===== src/rtl/cal_bus_arb.sv =====
// cal_bus_arb: registered data-bus source selector, legacy dmux or round-robin arbitration
//   clk       rising-edge clock
//   rst_n     asynchronous active-low reset
//   mode_sel  0 = legacy dmux select, 1 = round-robin arbitration
//   dmux      legacy source index (out-of-range falls back to DEF_SRC)
//   src_data  packed sources, source i = src_data[i*DW +: DW]
//   src_req   per-source bus request (arbitrated mode)
//   grant     one-hot owner of data_bus, or all-zero
//   data_bus  registered bus data
//   bus_valid data_bus carries a granted source
module cal_bus_arb #(
    parameter int NSRC     = 4,
    parameter int DW       = 8,
    parameter int SELW     = 3,
    parameter int DEF_SRC  = 1,
    parameter int MAX_HOLD = 8
) (
    input  logic                 clk,
    input  logic                 rst_n,
    input  logic                 mode_sel,
    input  logic [SELW-1:0]      dmux,
    input  logic [NSRC*DW-1:0]   src_data,
    input  logic [NSRC-1:0]      src_req,
    output logic [NSRC-1:0]      grant,
    output logic [DW-1:0]        data_bus,
    output logic                 bus_valid
);
    localparam int HW = (MAX_HOLD > 1) ? $clog2(MAX_HOLD) : 1;
    localparam logic [HW-1:0] HOLD_MAX = HW'(MAX_HOLD - 1);
    logic [NSRC-1:0] grant_q, grant_d;
    logic [DW-1:0]   data_q, data_d;
    logic            valid_q, valid_d;
    logic [SELW-1:0] rr_ptr_q, rr_ptr_d;
    logic [HW-1:0]   hold_q, hold_d;
    logic            mode_q, mode_d;
    logic [SELW-1:0] own_idx, nxt_idx;
    logic [SELW:0]   from_ptr, from_own;
    logic            own, nxt_vld;
    // First requester at or after start in circular order; msb flags a hit.
    function automatic logic [SELW:0] pick(input logic [NSRC-1:0] req, input int start);
        logic [SELW:0] r;
        int j;
        r = '0;
        for (int k = NSRC - 1; k >= 0; k--) begin
            j = (start + k) % NSRC;
            if (req[j]) r = {1'b1, SELW'(j)};
        end
        return r;
    endfunction
    always_comb begin
        own_idx = '0;
        for (int i = NSRC - 1; i >= 0; i--) begin
            if (grant_q[i]) own_idx = SELW'(i);
        end
    end
    // Ownership only counts as arbitrated if the previous cycle was arbitrated;
    // coming out of legacy mode the search restarts from rr_ptr.
    assign own      = mode_q & (|grant_q);
    assign from_ptr = pick(src_req, int'(rr_ptr_q));
    assign from_own = pick(src_req, int'(own_idx) + 1);
    always_comb begin
        nxt_vld  = 1'b0;
        nxt_idx  = '0;
        hold_d   = '0;
        rr_ptr_d = rr_ptr_q;
        mode_d   = mode_sel;
        if (!mode_sel) begin
            nxt_vld = 1'b1;
            nxt_idx = (int'(dmux) < NSRC) ? dmux : SELW'(DEF_SRC);
        end else if (!own) begin
            nxt_vld = from_ptr[SELW];
            nxt_idx = from_ptr[SELW-1:0];
        end else if (!src_req[own_idx] || (hold_q == HOLD_MAX && |(src_req & ~grant_q))) begin
            nxt_vld = from_own[SELW];
            nxt_idx = from_own[SELW-1:0];
        end else begin
            nxt_vld = 1'b1;
            nxt_idx = own_idx;
            hold_d  = (hold_q == HOLD_MAX) ? hold_q : hold_q + 1'b1;
        end
        if (mode_sel && nxt_vld && (!own || nxt_idx != own_idx)) begin
            hold_d   = '0;
            rr_ptr_d = (int'(nxt_idx) == NSRC - 1) ? '0 : nxt_idx + 1'b1;
        end
        grant_d = nxt_vld ? (NSRC'(1) << nxt_idx) : '0;
        data_d  = nxt_vld ? src_data[int'(nxt_idx)*DW +: DW] : '0;
        valid_d = nxt_vld;
    end
    always_ff @(posedge clk or negedge rst_n) begin
        if (!rst_n) begin
            grant_q  <= '0;
            data_q   <= '0;
            valid_q  <= 1'b0;
            rr_ptr_q <= '0;
            hold_q   <= '0;
            mode_q   <= 1'b0;
        end else begin
            grant_q  <= grant_d;
            data_q   <= data_d;
            valid_q  <= valid_d;
            rr_ptr_q <= rr_ptr_d;
            hold_q   <= hold_d;
            mode_q   <= mode_d;
        end
    end
    assign grant     = grant_q;
    assign data_bus  = data_q;
    assign bus_valid = valid_q;
endmodule


===== config.mk =====
export PLATFORM = sky130hd
export DESIGN_NAME = cal_bus_arb
export DESIGN_NICKNAME = d
export VERILOG_FILES = /design/src/rtl/cal_bus_arb.sv
export SDC_FILE = /design/constraint.sdc
export NUM_CORES = 1
export LEC_CHECK = 0
export BUFFER_PORTS_ARGS = -buffer_cell sky130_fd_sc_hd__buf_2
export CORE_MARGIN = 2
export CORE_UTILIZATION = 53
export CTS_BUF_LIST = sky130_fd_sc_hd__clkbuf_16
export CTS_CLUSTER_SIZE = 16
export DETAILED_ROUTE_END_ITERATION = 8
export HOLD_SLACK_MARGIN = 0.02
export PLACE_DENSITY_LB_ADDON = 0.15
export SLEW_MARGIN = 25
export SYNTH_ARGS = -nofsm -noshare
export SYNTH_HDL_FRONTEND = slang
export SYNTH_SLANG_ARGS = --single-unit

===== constraint.sdc =====
create_clock -name clk -period 4.81 [get_ports clk]
set_input_delay 0 -clock clk [delete_from_list [all_inputs] [get_ports clk]]
set_output_delay 0 -clock clk [all_outputs]
set_load 0.01 [all_outputs]

[Word level (Yosys, flattened, before mapping)]
Cells that the tools add are included.
Storage, ports and cells
  output and inout port bits: 13
  bits of input ports: 42
  logic and storage cells: 109
  register bits after elaboration: 19
Operators by class
  add/subtract/negate cells: 9
  reductions and logical operators: 16
  mux-type cells: 52
  $lt $le $gt $ge: 10
  shift-type cells: 2
  equal/unequal tests: 4
  bitwise gates (word level): 10
Operators by type and width (count)
  $mux 4: 9
  $mux 3: 11
  $shiftx 32x7->8: 1
  $lt 3x4->1 const B: 7
  $mux 1: 19
  $bmux 1 s2: 9
  $reduce_or 2->1: 7
  $add 2x1->2 const B: 4
  $add 2x2->2 const B: 4
  $mux 8: 1
  $reduce_or 4->1: 2
  $and 1x1->1 const A: 7
  $eq 3x3->1 const B: 2
  $lt 3x3->1 const B: 2
  $mux 2: 3
  $ne 5x3->1 const B: 1
  $and 4x4->4: 1
  $not 4->4: 1
  $shl 1x3->4 const A: 1
  $add 3x1->3 const B: 1
  $logic_and 1x1->1: 3
  $lt 2x3->1 const B: 1
  $ne 3x3->1: 1
  $logic_not 1->1: 2
  other kinds (2): 3

[Depth between registers and ports, before layout]
Gate-level depths: netlist (run 1).
  depth after elaboration: 22
  gate-level depth with buffers: 11
  gate-level depth less buffers: 9

[Least setup slack after synthesis (run 1)]
No wires, ideal clock.
  path type: reg2reg
  from: register grant_q[0], in the netlist grant[0]
  to: register data_q[1], in the netlist data_bus[1]
  setup time: 0.119 ns
  path slack: 2.119 ns
  cell stages (with the launch flop): 10
  data arrival time: 2.572 ns
  required time: 4.691 ns
  buffers on the path: 2
  clock period less this slack: 2.691 ns
  path through: dfrtp_1 > buf_2 > or2_4 > a221oi_2 > a21oi_2 > a2111o_1 > o211ai_4 > buf_8 > mux4_2 > and2_1
Between the ends
  longest elaborated chain between the ends: 15
  elaborated cells between the ends (all ways): 47
  those cells by class: 4 x add/sub; 1 x shift; 26 x mux; 7 x bitwise; 9 x reduce/logical
RTL lines
  start, declared: RTL line 30  | logic [NSRC-1:0] grant_q, grant_d;
  start signal, assigned: RTL line 98  | grant_q <= grant_d;
  $mux 3: RTL line 53  | if (grant_q[i]) own_idx = SELW'(i);
  $add 2x1->2: RTL line 60  | assign from_own = pick(src_req, int'(own_idx) + 1);
  $add 2x2->2: RTL line 45  | j = (start + k) % NSRC;
  $bmux 1 s2: RTL line 46  | if (req[j]) r = {1'b1, SELW'(j)};
  $mux 1 (implied by the code) (2 in series): RTL line 46
  $mux 4 (4 in series): RTL line 46
  $mux 3: RTL line 73  | end else if (!src_req[own_idx] || (hold_q == HOLD_MAX && |(src_req & ~grant_q))) begin
  $mux 3: RTL line 70  | end else if (!own) begin
  $mux 3: RTL line 67  | if (!mode_sel) begin
  $shiftx 32x7->8: RTL line 86  | data_d = nxt_vld ? src_data[int'(nxt_idx)*DW +: DW] : '0;
  $mux 8 *: RTL line 86
  named net data_d[1]: RTL line 31  | logic [DW-1:0] data_q, data_d;
  end signal, assigned: RTL line 99  | data_q <= data_d;
  end, declared: RTL line 31
The timed path passes the listed nets; every way through them passes the cells marked *. The select of a mux whose other input is x is not followed.
A chain may end at the register's enable or synchronous reset.

[Worst setup path after layout (run 1)]
  from: register grant_q[1], in the netlist grant[1]
  to: register data_q[7], in the netlist data_bus[7]
Between the ends
  longest elaborated chain between the ends: 16
  elaborated cells between the ends (all ways): 48
  those cells by class: 4 x add/sub; 1 x shift; 27 x mux; 7 x bitwise; 9 x reduce/logical
RTL lines (RTL line)
  $mux 3 (2 in series): 53
  $add 2x1->2: 60
  $add 2x2->2: 45
  $bmux 1 s2: 46
  $mux 1 (implied by the code) (2 in series): 46
  $mux 4 (4 in series): 46
  $mux 3: 73
  $mux 3: 70
  $mux 3: 67
  $shiftx 32x7->8: 86
  $mux 8 *: 86
  named net data_d[7]: 31
Marked as above.

==> key figures, run 1 <==
Final layout
  • Layout Nets: 252
  • Ant diodes: 0
  • Commonest cells after routing, fill and taps aside: 54 x buf_2, 19 x dfrtp_1, 14 x and2_1
  • Leading cell type in the layout, fill and taps excluded: buf_2
  • Area Growth Syn to Fin: 23.40%
  • Share of layout cells above drive strength 1: 35.96%
  • Final non-filler cell total: 234
  • Post-route cell area: 1881 µm²
  • # fillers: 228

Timing
  • Slew Viols, Final: 0
  • Tightest Pin Transition: 0.6246 ns
  • Fin. Hold Viols: 0
  • Peak Freq: 327.2 MHz
  • RSZ-0062 raised after global routing: false
  • Relative slew slack: 58.36%
  • Clock skew after layout: 0.001157 ns
  • Period utilization: 63.53%
  • Final setup margin: 1.754 ns
  • Final Critical Period: 3.056 ns
  • # setup viols final: 0
  • Setup_tns: 0 ns

Synthesis
  • Syn nets: 203
  • FFs w/ async S/R, synth: 100.0%
  • Ys Warns: 0
  • Syn avg cell area: 9.832 µm²
  • Yosys cell types: 49
  • Synth Cell Area: 1524 µm²
  • Post-synthesis sequential area ratio: 31.20%
  • Main synth FF type: dfrtp_1
  • Post-synth EDFFs: 0
  • Synthesized instance count: 155
  • Seq cells post-synth: 19

Pwr
  • VDD IR max: 0.0003982 V
  • Pleak: 0.8502 nW
  • PnR Total Power: 0.001019 W
  • Cell Pwr Density: 542.1 nW/µm²

Place
  • Post-Place Cells: 228
  • Area post-placement: 1773 µm²
  • Post-place setup slack: 1.717 ns
  • Gp weighted congestion: 0.9197
  • Hpwl dp: 2789 µm
  • Port bufs: 54

GRT
  • GRT busiest layer: met2
  • Grt total ovfl: 0
  • Largest net degree at the start of global routing: 20
  • Global routing usage on met1: 30.38%
  • Initial antenna violation count: 0
  • M2 GR Usage: 43.51%
  • GRT Total Usage: 24.31%
  • GRT met3 Usage: 3.125%
  • Vias in the first global route: 1,424
  • First-pass GRT wire length: 6258 µm

Detailed routing
  • DRC viols: 0
  • Routed vias/inst: 5.953
  • Final WL: 3590 µm
  • Final ANT Viol Nets: 0
  • WL per Instance: 15.34 µm
  • DRT Pass-1 Iters: 4
  • DR vias: 1,393
  • DR iter-0 viols: 54

Clocking
  • Clock root buffer: clkbuf_16
  • Num CTS Buffers: 3
  • Clock latency on the worst-skew pair: 0.24 ns
  • Post CTS Setup Buffer Count: 0
  • Clock Sinks: 19
  • Max clock buf depth: 2
  • Worst-path clk slew: 0.05 ns
  • CTS tree: built
  • H-tree Lvls: 1

Worst setup path
  • Worst EP required: 4.94 ns
  • Critical Path Max Stage Delay: 0.57 ns
  • CP Buf/Inv Count: 0
  • Arrival @ worst endpoint: 3.19 ns
  • CP max-delay cell: mux4_2
  • CP endpoint kind: flop
  • Critical Path Start Type: flop
  • Kind of critical path: reg -> reg
  • Crit-path leading delay family: compound AO/OA/AOI/OAI gates
  • CP Cell Sequence: nor2b_1 > o41a_1 > a31oi_2 > nor2_1 > o211ai_4 > mux4_2 > and2_1
  • CP max FO: 14

Floorplan
  • Starting Density: 55.74%
  • Core Area: 2734 µm²
  • Std cell rows: 19
  • Die area: 3320 µm²
  • Io pins: 55
  • Die X: 57.62 µm
  • Die Ht: 57.62 µm

Min path
  • Hold WC Path Type: in -> reg

Run status
  • Status: finished clean

Flow run
  • Max-Cap Viols: 0
## kinds of logic (layout without fill, tap and decap cells)
logic type	Yosys count	after routing	synth area share, %
muxes	12	12	14.53
DFF	19	19	31.20
xor gates and xnor gates	1	1	0.5748
and+or+nand+nor	59	59	20.44
AOI/OAI and AO/OA	40	40	22.58
buffers and inverters	18	66	5.747
adders and majority gates	6	6	4.926
## per-layer routing
layer  vias up  wire length, µm
met2        60             1888
met1       664             1427
li1        663                -
met5         -                0
met3         6              213
met4         0               60
## cell type report
| cell class | count | area [µm²] | area share (%) |
|---|---|---|---|
| sequential | 19 | 475.5 | 25.28 |
| multi-input combinational | 118 | 974.7 | 51.83 |
| inverter | 6 | 22.52 | 1.198 |
| timing repair buffer | 56 | 290.3 | 15.44 |
| clock inverter | 1 | 3.754 | 0.1996 |
| tap | 31 | 38.79 | 2.063 |
| clock buffer | 3 | 75.07 | 3.992 |
## per-stage QoR
stage               hold slack, ns  utilization [%]
floorplan                  -0.2956                -
global placement          -0.04761            64.85
detailed placement        -0.03755            64.85
CTS                         0.1795            68.47
global route                0.1908            68.79
finish                      0.1770            68.79
## report_power, final
group | internal, W | total [W] | switching, W
logic | 0.000270 | 0.000565 | 0.000296
registers | 0.000220 | 0.000291 | 0.0000704
clock network | 0.000110 | 0.000163 | 0.0000531
## sequential cells by signal (all words and copies together) (netlist names)
signal	count
data_bus	8
grant	4
hold_q	3
rr_ptr_q	2
bus_valid	1
mode_q	1
## tightest hold or removal path, cell delays in order
cell	delay, ns
buf_2	0.07
mux4_2	0.20
and2_1	0.11
## synth_stat cells, types with 4 or more instances
master / n / area, µm²
nor3_1: 5 / 25.02
nor2b_1: 6 / 37.54
and2_1: 14 / 87.58
nor2_1: 10 / 37.54
clkbuf_1: 5 / 18.77
inv_1: 6 / 22.52
a21oi_1: 5 / 25.02
dfrtp_1: 19 / 475.5
o21ai_0: 6 / 30.03
nand2_1: 12 / 45.04
ha_1: 6 / 75.07
nand3b_1: 4 / 30.03
nand3_1: 4 / 20.02
buf_2: 4 / 20.02
mux4_2: 8 / 180.2
## repair_timing
item                      4_1_cts  5_1_grt
hold endpoints to repair       20        0
resized for setup               0        0
hold buffers                    2        0
## path summary, 6_finish.rpt
check	endpoint	slack, ns	start	cells past startpoint
max	data_bus[7]	1.75	grant[1]	7
min	data_bus[6]	0.18	src_data[22]	3
max reg2reg	data_bus[7]	1.75	grant[1]	7
min reg2reg	hold_q[2]	0.53	hold_q[2]	2
max in group asynchronous	hold_q[2]	4.30	rst_n	2
min in group asynchronous	data_bus[3]	0.22	rst_n	2
No activity file was read; power rests on OpenSTA's default activity.
==> run 2, diff against run 1 <==
--- a/config.mk
+++ b/config.mk
@@ -7,7 +7,7 @@
 export LEC_CHECK = 0
 export BUFFER_PORTS_ARGS = -buffer_cell sky130_fd_sc_hd__buf_2
 export CORE_MARGIN = 2
-export CORE_UTILIZATION = 53
+export CORE_UTILIZATION = 45
 export CTS_BUF_LIST = sky130_fd_sc_hd__clkbuf_16
 export CTS_CLUSTER_SIZE = 16
 export DETAILED_ROUTE_END_ITERATION = 8
==> constraint.sdc (replaced) <==
create_clock -name clk -period 2.5 [get_ports clk]
set_input_delay 0 -clock clk [delete_from_list [all_inputs] [get_ports clk]]
set_output_delay 0 -clock clk [all_outputs]
set_load 0.01 [all_outputs]
==> key figures, run 2 (synthesis results as in run 1) <==
Worst setup path
  • Reg2reg start: grant[2]
  • Critical Path Max Stage Delay: 0.49 ns (-0.08 ns)
  • CP Cell Sequence: buf_6 > nand3b_1 > a211o_1 > a31oi_4 > nor2_1 > o211ai_4 > buf_12 > mux4_2 > and2_4
  • CP max FO: 8 (-6)
  • Critical Path Start Type: flop
  • Worst EP required: 2.64 ns (-2.30 ns)
  • CP Buf/Inv Count: 2 (+2)
  • CP max-delay cell: mux4_2
  • Crit-path leading delay family: compound AO/OA/AOI/OAI gates
  • Arrival @ worst endpoint: 2.77 ns (-0.42 ns)
  • R2R setup slack: -0.13 ns (-1.88 ns)
  • CP endpoint kind: flop
  • Worst r2r path cells: 9 (+2)
  • Reg-to-reg endpoint: data_bus[5]
  • Kind of critical path: reg -> reg

Pwr
  • Sw frac: 37.90% (-3.2 points)
  • Pleak: 1.037 nW (+22%)
  • P_sw: 0.0009517 W (+130%)
  • VDD IR max: 0.0006140 V (+54%)
  • Sequential share of power: 20.9% (-7.6 points)
  • Comb power frac: 66.4% (+11 points)
  • Cell Pwr Density: 1103 nW/µm² (+100%)
  • Clock share of power: 12.7% (-3.3 points)
  • Pint: 0.001559 W (+160%)

Timing
  • Final Critical Period: 2.628 ns (-0.4278 ns)
  • Fin. Hold Viols: 0 (unchanged)
  • Period utilization: 105.1% (+42 points)
  • Relative slew slack: 72.18% (+14 points)
  • Final setup margin: -0.1280 ns (-1.882 ns)
  • Clock skew after layout: 0.001200 ns (+0.00004266 ns)
  • Tightest Pin Transition: 0.4173 ns (-0.2073 ns)
  • Peak Freq: 380.5 MHz (+16%)
  • # setup viols final: 9 (+9)
  • RSZ-0062 raised after global routing: true
  • Slew Viols, Final: 0 (unchanged)

GRT
  • Initial antenna violation count: 0 (unchanged)
  • Vias in the first global route: 1,440 (+1.1%)
  • Largest net degree at the start of global routing: 20 (unchanged)
  • Grt total ovfl: 0 (unchanged)
  • First-pass GRT wire length: 6555 µm (+4.7%)
  • GRT Total Usage: 20.46% (-3.9 points)

Final layout
  • # fillers: 259 (+14%)
  • Layout Nets: 284 (+13%)
  • Commonest cells after routing, fill and taps aside: 55 x buf_2, 24 x buf_4, 16 x dfrtp_1
  • Max reg flops: 8 (unchanged)
  • Share of layout cells above drive strength 1: 52.34% (+16 points)
  • Leading cell type in the layout, fill and taps excluded: buf_2
  • Area Growth Syn to Fin: 49.34%
  • Ant diodes: 0 (unchanged)
  • Post-route cell area: 2276 µm² (+21%)

Floorplan
  • Core Area: 3284 µm² (+20%)
  • Die X: 62.20 µm (+7.9%)
  • Std cell rows: 21 (+2)
  • Die area: 3868 µm² (+17%)
  • Io pins: 55 (unchanged)
  • Starting Density: 46.40% (-9.3 points)
  • Die Ht: 62.20 µm (+7.9%)

Detailed routing
  • DR vias: 1,515 (+8.8%)
  • Final WL: 3986 µm (+11%)
  • WL per Instance: 14.19 µm (-7.5%)
  • Routed vias/inst: 5.391 (-9.4%)
  • Final ANT Viol Nets: 0 (unchanged)
  • DRC viols: 0 (unchanged)
  • DR iter-0 viols: 60 (+11%)
  • DRT Pass-1 Iters: 4 (unchanged)

Run status
  • Status: finished with violations
  • Violated checks: setup timing

Min path
  • End of the worst hold path: data_bus[6]
  • Hold Startpoint: src_data[14]
  • Hold path depth: 3 (unchanged)
  • Hold WC Path Type: in -> reg

Flow run
  • Max-Cap Viols: 0 (unchanged)

Place
  • Port bufs: 54 (unchanged)
  • Post-place setup slack: -0.1618 ns (-1.879 ns)
  • Hpwl dp: 3004 µm (+7.7%)
  • Area post-placement: 2016 µm² (+14%)
  • Gp weighted congestion: 0.8334 (-9.4%)

Clocking
  • Max clock buf depth: 2 (unchanged)
  • Worst-path clk slew: 0.05 ns (about the same)
  • Clock Sinks: 19 (unchanged)
  • Clock latency on the worst-skew pair: 0.25 ns (about the same)
  • Clock root buffer: clkbuf_16
  • H-tree Lvls: 1 (unchanged)
  • CTS tree: built
  • Num CTS Buffers: 3 (unchanged)
==> run 2: cell count changes in the layout (fill, tap and decap cells not counted), sizes merged <==
cell	delta
buf	+32
clkinv	+1
inv	-1
==> run 2: power by group through the flow <==
| stage | Combinational [W] | Sequential (W) | Clock [W] |
|---|---|---|---|
| global placement | 0.00137 | 0.000515 | 0 |
| CTS | 0.00152 | 0.000524 | 0.000330 |
| global route | 0.00180 | 0.000543 | 0.000347 |
| finish | 0.00167 | 0.000525 | 0.000319 |
| floorplan | 0.000853 | 0.000541 | 0 |
| detailed placement | 0.00139 | 0.000518 | 0 |
==> run 2: repair_timing <==
item                                    in CTS  in global routing
pin swaps                                    7                  7
hold endpoints to repair                    20                  0
gates resized for setup                     10                 16
endpoints found under the setup margin      12                 12
hold buffers                                 2                  0
gates cloned                                 1                  0
setup buffers                                4                  1
==> run 2: routing by layer <==
metal | share of wire, % | wire length, µm | global-route usage [%]
met1 | 42 | 1655 | 26.40
met5 | 0 | 0 | 0
met2 | 53 | 2105 | 37.09
met3 | 4.6 | 183 | 2.899
met4 | 1.0 | 41 | 3.333
==> run 2: worst max-delay path by stage <==
stage	startpoint	to	slack, ns	depth (start not counted)
after floorplan	grant[0]	rr_ptr_q[1]	-0.09	10
after global placement	grant[1]	data_bus[0]	-0.16	10
after detailed placement	grant[1]	data_bus[2]	-0.16	10
after CTS	grant[1]	data_bus[5]	-0.13	10
after global routing	grant[1]	data_bus[2]	-0.25	10
final	grant[2]	data_bus[5]	-0.13	9
==> run 2: cell type report <==
class                   instances  area, µm²  share of cell area (%)
multi-input cells             118       1062                   46.67
repair buffers                 88      571.8                   25.12
flip-flops and latches         19      479.2                   21.06
clock buffers                   3      75.07                   3.299
well taps                      46      57.56                   2.529
inverters                       6      25.02                   1.100
clock inverters                 1      5.005                  0.2199
==> run 2: metrics by stage <==
stage | utilization (%) | power [W] | setup TNS (ns) | hold slack [ns] | std cells
CTS | 66.70 | 0.002374 | -1.048 | 0.1705 | 280
finish | 69.30 | 0.002511 | -1.032 | 0.1718 | 281
global route | 69.30 | 0.002691 | -2.205 | 0.1910 | 281
detailed placement | 61.37 | 0.001908 | -1.235 | -0.03972 | 269
floorplan | - | 0.001394 | -0.5427 | -0.2956 | 155
global placement | 61.37 | 0.001882 | -1.182 | -0.04404 | 269
==> run 2: worst register-to-register path, cell delays in order (launching register included) <==
cell and delay [ns]:
dfrtp_1 0.43, buf_6 0.16, nand3b_1 0.18, a211o_1 0.34, a31oi_4 0.23, nor2_1 0.13
o211ai_4 0.24, buf_12 0.17, mux4_2 0.50, and2_4 0.15
